$ cat config.mk
export PLATFORM = sky130hd
export DESIGN_NAME = ws2812_rx_flat
export DESIGN_NICKNAME = d
export VERILOG_FILES = /design/src/rtl/ws2812_rx_if.sv /design/src/rtl/ws2812_rx.sv /design/src/flat_wrapper.sv
export SDC_FILE = /design/constraint.sdc
export NUM_CORES = 1
export LEC_CHECK = 0
export CORE_AREA = 8 8 94 96
export CTS_CLUSTER_DIAMETER = 30
export DETAILED_ROUTE_END_ITERATION = 12
export DIE_AREA = 0 0 102 104
export PLACE_DENSITY = 0.82
export SYNTH_ARGS = -nofsm -noshare
export SYNTH_HDL_FRONTEND = slang
export SYNTH_SLANG_ARGS = --single-unit
$ cat constraint.sdc
create_clock -name clk_in -period 2.8 [get_ports clk_in]
set_input_delay 0.42 -clock clk_in [delete_from_list [all_inputs] [get_ports clk_in]]
set_output_delay 0.42 -clock clk_in [all_outputs]
set_load 0.02 [all_outputs]
$ cat src/rtl/ws2812_rx_if.sv
// ws2812_rx_if: decoded pixel, frame and error pulses from the WS2812 receiver
interface ws2812_rx_if;
   logic        pixel_vld_out;
   logic [5:0]  pixel_addr_out;
   logic [23:0] pixel_data_out;
   logic        frame_done_out;
   logic        err_out;
   modport master (output pixel_vld_out, pixel_addr_out, pixel_data_out, frame_done_out, err_out);
   modport slave (input pixel_vld_out, pixel_addr_out, pixel_data_out, frame_done_out, err_out);
endinterface

$ cat src/rtl/ws2812_rx.sv
// ws2812_rx: decodes a WS2812 serial stream into indexed 24-bit GRB pixels
module ws2812_rx #(
   parameter int CNT_MIN_H = 2*25,
   parameter int CNT_T1_H  = 2*60,
   parameter int CNT_MAX_H = 2*500,
   parameter int CNT_RST   = 2*5000
) (
   input logic        clk_in,
   input logic        rst_n_in,
   input logic        din_in,
   ws2812_rx_if.master px
);
   localparam logic [1:0] STA_SYNC = 2'd0, STA_IDLE = 2'd1, STA_HIGH = 2'd2, STA_LOW = 2'd3;
   logic [1:0]  st;
   logic        s1, s2, s3;
   logic [15:0] cnt;
   logic [4:0]  bcnt;
   logic [6:0]  idx;
   logic [23:0] sh;
   logic        rise, fall, bit_v;
   logic [23:0] sh_n;
   assign rise  = s2 & ~s3;
   assign fall  = ~s2 & s3;
   assign bit_v = cnt >= 16'(CNT_T1_H);
   assign sh_n  = {sh[22:0], bit_v};
   // idx runs 0..64 for stored pixels; 65 marks an already-reported overflow
   always_ff @(posedge clk_in or negedge rst_n_in) begin
      if (!rst_n_in) begin
         st <= STA_SYNC;
         {s1, s2, s3} <= '0;
         cnt <= '0;
         bcnt <= '0;
         idx <= '0;
         sh <= '0;
         px.pixel_vld_out <= 1'b0;
         px.pixel_addr_out <= '0;
         px.pixel_data_out <= '0;
         px.frame_done_out <= 1'b0;
         px.err_out <= 1'b0;
      end else begin
         s1 <= din_in;
         s2 <= s1;
         s3 <= s2;
         cnt <= (rise || fall || (st == STA_SYNC && s2)) ? '0 : cnt + 16'(cnt != 16'hFFFF);
         px.pixel_vld_out <= 1'b0;
         px.frame_done_out <= 1'b0;
         px.err_out <= 1'b0;
         case (st)
            STA_SYNC: if (!s2 && cnt == 16'(CNT_RST)) st <= STA_IDLE;
            STA_IDLE: if (rise) st <= STA_HIGH;
            STA_HIGH: begin
               if ((fall && cnt < 16'(CNT_MIN_H)) || (!fall && cnt >= 16'(CNT_MAX_H))) begin
                  px.err_out <= 1'b1;
                  bcnt <= '0;
                  idx <= '0;
                  st <= STA_SYNC;
               end else if (fall) begin
                  st <= STA_LOW;
                  sh <= sh_n;
                  bcnt <= (bcnt == 5'd23) ? '0 : bcnt + 5'd1;
                  if (bcnt == 5'd23) begin
                     if (idx < 7'd64) begin
                        px.pixel_vld_out <= 1'b1;
                        px.pixel_addr_out <= idx[5:0];
                        px.pixel_data_out <= sh_n;
                     end
                     px.err_out <= idx == 7'd64;
                     idx <= (idx == 7'd65) ? idx : idx + 7'd1;
                  end
               end
            end
            STA_LOW: begin
               if (rise) st <= STA_HIGH;
               else if (cnt == 16'(CNT_RST)) begin
                  st <= STA_IDLE;
                  px.frame_done_out <= idx != 7'd0;
                  px.err_out <= bcnt != 5'd0;
                  idx <= '0;
                  bcnt <= '0;
               end
            end
            default: st <= STA_SYNC;
         endcase
      end
   end
endmodule

$ cat src/flat_wrapper.sv
// flat-port wrapper written by rule: the top's interface ports become plain ports
module ws2812_rx_flat 
#(
   parameter int CNT_MIN_H = 2*25,
   parameter int CNT_T1_H  = 2*60,
   parameter int CNT_MAX_H = 2*500,
   parameter int CNT_RST   = 2*5000
)
  (clk_in, rst_n_in, din_in, px_pixel_vld_out, px_pixel_addr_out, px_pixel_data_out, px_frame_done_out, px_err_out);
  ws2812_rx_if px_i ();
  input logic clk_in;
  input logic rst_n_in;
  input logic din_in;
  output wire logic [$bits(px_i.pixel_vld_out)-1:0] px_pixel_vld_out;
  output wire logic [$bits(px_i.pixel_addr_out)-1:0] px_pixel_addr_out;
  output wire logic [$bits(px_i.pixel_data_out)-1:0] px_pixel_data_out;
  output wire logic [$bits(px_i.frame_done_out)-1:0] px_frame_done_out;
  output wire logic [$bits(px_i.err_out)-1:0] px_err_out;
  assign px_pixel_vld_out = px_i.pixel_vld_out;
  assign px_pixel_addr_out = px_i.pixel_addr_out;
  assign px_pixel_data_out = px_i.pixel_data_out;
  assign px_frame_done_out = px_i.frame_done_out;
  assign px_err_out = px_i.err_out;
  ws2812_rx #(.CNT_MIN_H(CNT_MIN_H), .CNT_T1_H(CNT_T1_H), .CNT_MAX_H(CNT_MAX_H), .CNT_RST(CNT_RST)) u_core (.clk_in(clk_in), .rst_n_in(rst_n_in), .din_in(din_in), .px(px_i));
endmodule
==> results.cfg <==
[drt]
num_vias = 2942
wire_per_inst_um = 15.5
finalWirelength_mm = 8.15
detail-route-antenna-nets = 0
dr.first_iter.drc_count = 125
drtPass1Iterations = 4
via_per_inst = 5.59
drc = 0

[yosys]
ys_types = 52
synth_cells = 380
yosys.area.top_type_share_pct = 54.1
synthTopCellsByArea = dfrtp_1, mux2_4, nand2_1
syn-cell-area_sq_mm = 0.00411
yosysWarnings = 0
yosysSeqAreaShare_pct = 54.1
synth_edf_count = 0
async_reset_ff_share_pct = 100
synth-seq-cells = 89
syn_area_per_cell_sq_um = 10.8
synth.most_common_cell = dfrtp_1
netlist_top_cells_count = dfrtp_1, nand2_1, nor2_1
syn-num-nets = 392
synth_flop_cell = dfrtp_1
yosys.area.top_type = dfrtp_1

[clock_tree]
clk_root_buffer_cell = clkbuf_8
worstSkewPairLatency_ns = 0.36
cts.reportedPaths.clkPinSlew_ns = 0.10
cts_hold_buf = 0
cts_buffer_depth = 2
cts_htree_levels = 3
cts-resized-gates = 0
cts_buffers = 9
clkSinkCount = 89
post_cts_buffers = 0
cts_tree = yes

[placement]
port_buffers = 35
gp_congestion = 0.896
post-place-cells = 510
dp_hpwl_mm = 5.50

[setup_path]
r2r-start = u_core.cnt[6]$_DFF_PN0_
reg2reg_depth = 10
arrival_ns = 2.64
setup.worst_path.class = reg2reg
cp_max_fo = 7
worstSetupStartpointType = flip-flop
worstPathRequired_ns = 3.02
reg2reg_to = u_core.cnt[10]$_DFF_PN0_
endpoint_kind = flip-flop
r2r_setup_slack_ns = 0.38

[global_route]
grt_pass1_vias = 2869
grt_max_degree = 61
track_usage_pct = 16.1
antenna_found_initial = 0
grt_pass1_wl_mm = 13.8
grt_overflow_total = 0

[final_layout]
final_util_pct = 64.2
syn2layout_area_growth_pct = 16.2
n_antenna_cell = 0
nNetsFinal = 431
stdcell_count = 526
fill_cells = 586
drive_gt1_share_pct = 14.2

[job]
cap_violations = 0

[timing]
setup_viol = 0
fin_skew_ns = 0.0113
fin_crit_sh_pct = 86.3
worst_hold_slack_ns = 0.121
rsz0062_at_grt = no
max-slew-margin-rel_pct = 49.8
tightest_slew_ns = 0.753
slew_viol_final = 0
min_period_ns = 2.42
hold_viol = 0
tns_ns = 0
fmax_ghz = 0.414

[floorplan]
die_h_um = 104
start_util_pct = 55.2
num_io_pins = 36
die_area_sq_mm = 0.0106
fp-row-count = 32
die_w_um = 102
core_area_sq_mm = 0.00745

[power_and_ir_drop]
powerDensity_mw_per_mm2 = 471
ir_drop_v = 0.000319
cellLeakagePower_nw = 2.34

[worst_hold_path]
min_path_type = in2async

[run_status]
outcome = finished clean
-- state kept, by name (all words and copies together) (netlist names), 2 cells and up --
name and count:
u_core.idx 7, u_core.cnt 16, u_core.bcnt 5, u_core.sh 23, u_core.px.pixel_data_out 24, u_core.st 2
u_core.px.pixel_addr_out 6
-- layout by cell type (no fill, tap or decap), drive strengths merged, types with 4 or more instances in the layout --
| master | instances |
|---|---|
| nor4 | 4 |
| buf | 8 |
| ha | 9 |
| nor2 | 29 |
| nor3 | 6 |
| inv | 12 |
| xor2 | 10 |
| o21ai | 18 |
| nand3 | 12 |
| dfrtp | 89 |
| a21oi | 8 |
| clkdlybuf4s50 | 34 |
| nand2 | 84 |
| clkbuf | 10 |
| and3 | 5 |
| a21o | 4 |
| nand4 | 7 |
| mux2 | 27 |
-- metrics by stage --
| stage | worst slack (ns) | instance area, sq um | total power, mW |
|---|---|---|---|
| 6_report | 0.384 | 4780 | 2.25 |
| 5_1_grt | 0.143 | 4780 | 2.33 |
| 4_1_cts | 0.371 | 4780 | 2.28 |
| 3_5_place_dp | 0.377 | 4580 | 1.37 |
| 3_3_place_gp | 0.404 | 4580 | 1.37 |
| 2_1_floorplan | 0.531 | 4110 | 1.34 |
-- routing by layer --
metal | global-route usage (%) | share of wire [%]
met2 | 25.5 | 49
met4 | 7.24 | 2.1
met3 | 4.22 | 5.4
met5 | 0 | 0
met1 | 19.8 | 44
-- power breakdown --
group	leakage (nW)	internal [mW]	switching, mW
registers	1.24	1.29	0.00330
logic	0.999	0.0136	0.0420
clock network	0.103	0.427	0.475
total	2.34	1.73	0.521
-- worst max-delay path by stage --
stage / end / cells after the start / slack [ns] / startpoint
2_1_floorplan: u_core.px.pixel_data_out[10]$_DFFE_PN0P_ / 5 / 0.53 / u_core.cnt[15]$_DFF_PN0_
3_3_place_gp: u_core.cnt[10]$_DFF_PN0_ / 10 / 0.40 / u_core.cnt[6]$_DFF_PN0_
3_5_place_dp: u_core.cnt[10]$_DFF_PN0_ / 10 / 0.38 / u_core.cnt[6]$_DFF_PN0_
4_1_cts: u_core.cnt[10]$_DFF_PN0_ / 10 / 0.37 / u_core.cnt[6]$_DFF_PN0_
5_1_grt: u_core.cnt[10]$_DFF_PN0_ / 10 / 0.14 / u_core.cnt[6]$_DFF_PN0_
6_report: u_core.cnt[10]$_DFF_PN0_ / 10 / 0.38 / u_core.cnt[6]$_DFF_PN0_
-- cell families (layout without fill, tap and decap cells) --
| logic type | count (synthesis) | count (layout) | share of synthesized area, % |
|---|---|---|---|
| adder cells (fa/ha/maj) | 9 | 9 | 2.74 |
| buffers and inverters | 24 | 68 | 3.22 |
| AND/OR/NAND/NOR | 163 | 163 | 18.0 |
| XOR/XNOR | 13 | 13 | 2.77 |
| AO/OA/AOI/OAI | 53 | 53 | 9.12 |
| flip-flops | 89 | 89 | 54.1 |
| multiplexers | 29 | 29 | 9.98 |
-- critical path, stage by stage, from the launching register on --
cell and delay (ns):
dfrtp_1 0.47, nand4_1 0.24, nor3_1 0.32, nand4_1 0.16, ha_1 0.24, ha_1 0.22, and3_1 0.21, nand3_1 0.17
nor2_1 0.07, xnor2_1 0.13, nor2_1 0.06
-- cell type report --
type	instances	area [sq um]	area share, %
Inverter	10	37.5	0.785
Sequential cell	89	2230	46.6
Clock buffer	10	128	2.67
Timing Repair Buffer	42	425	8.90
Multi-Input combinational cell	267	1760	36.8
Clock inverter	6	76.3	1.60
Tap cell	102	128	2.67
No activity file was read; power rests on OpenSTA's default activity.
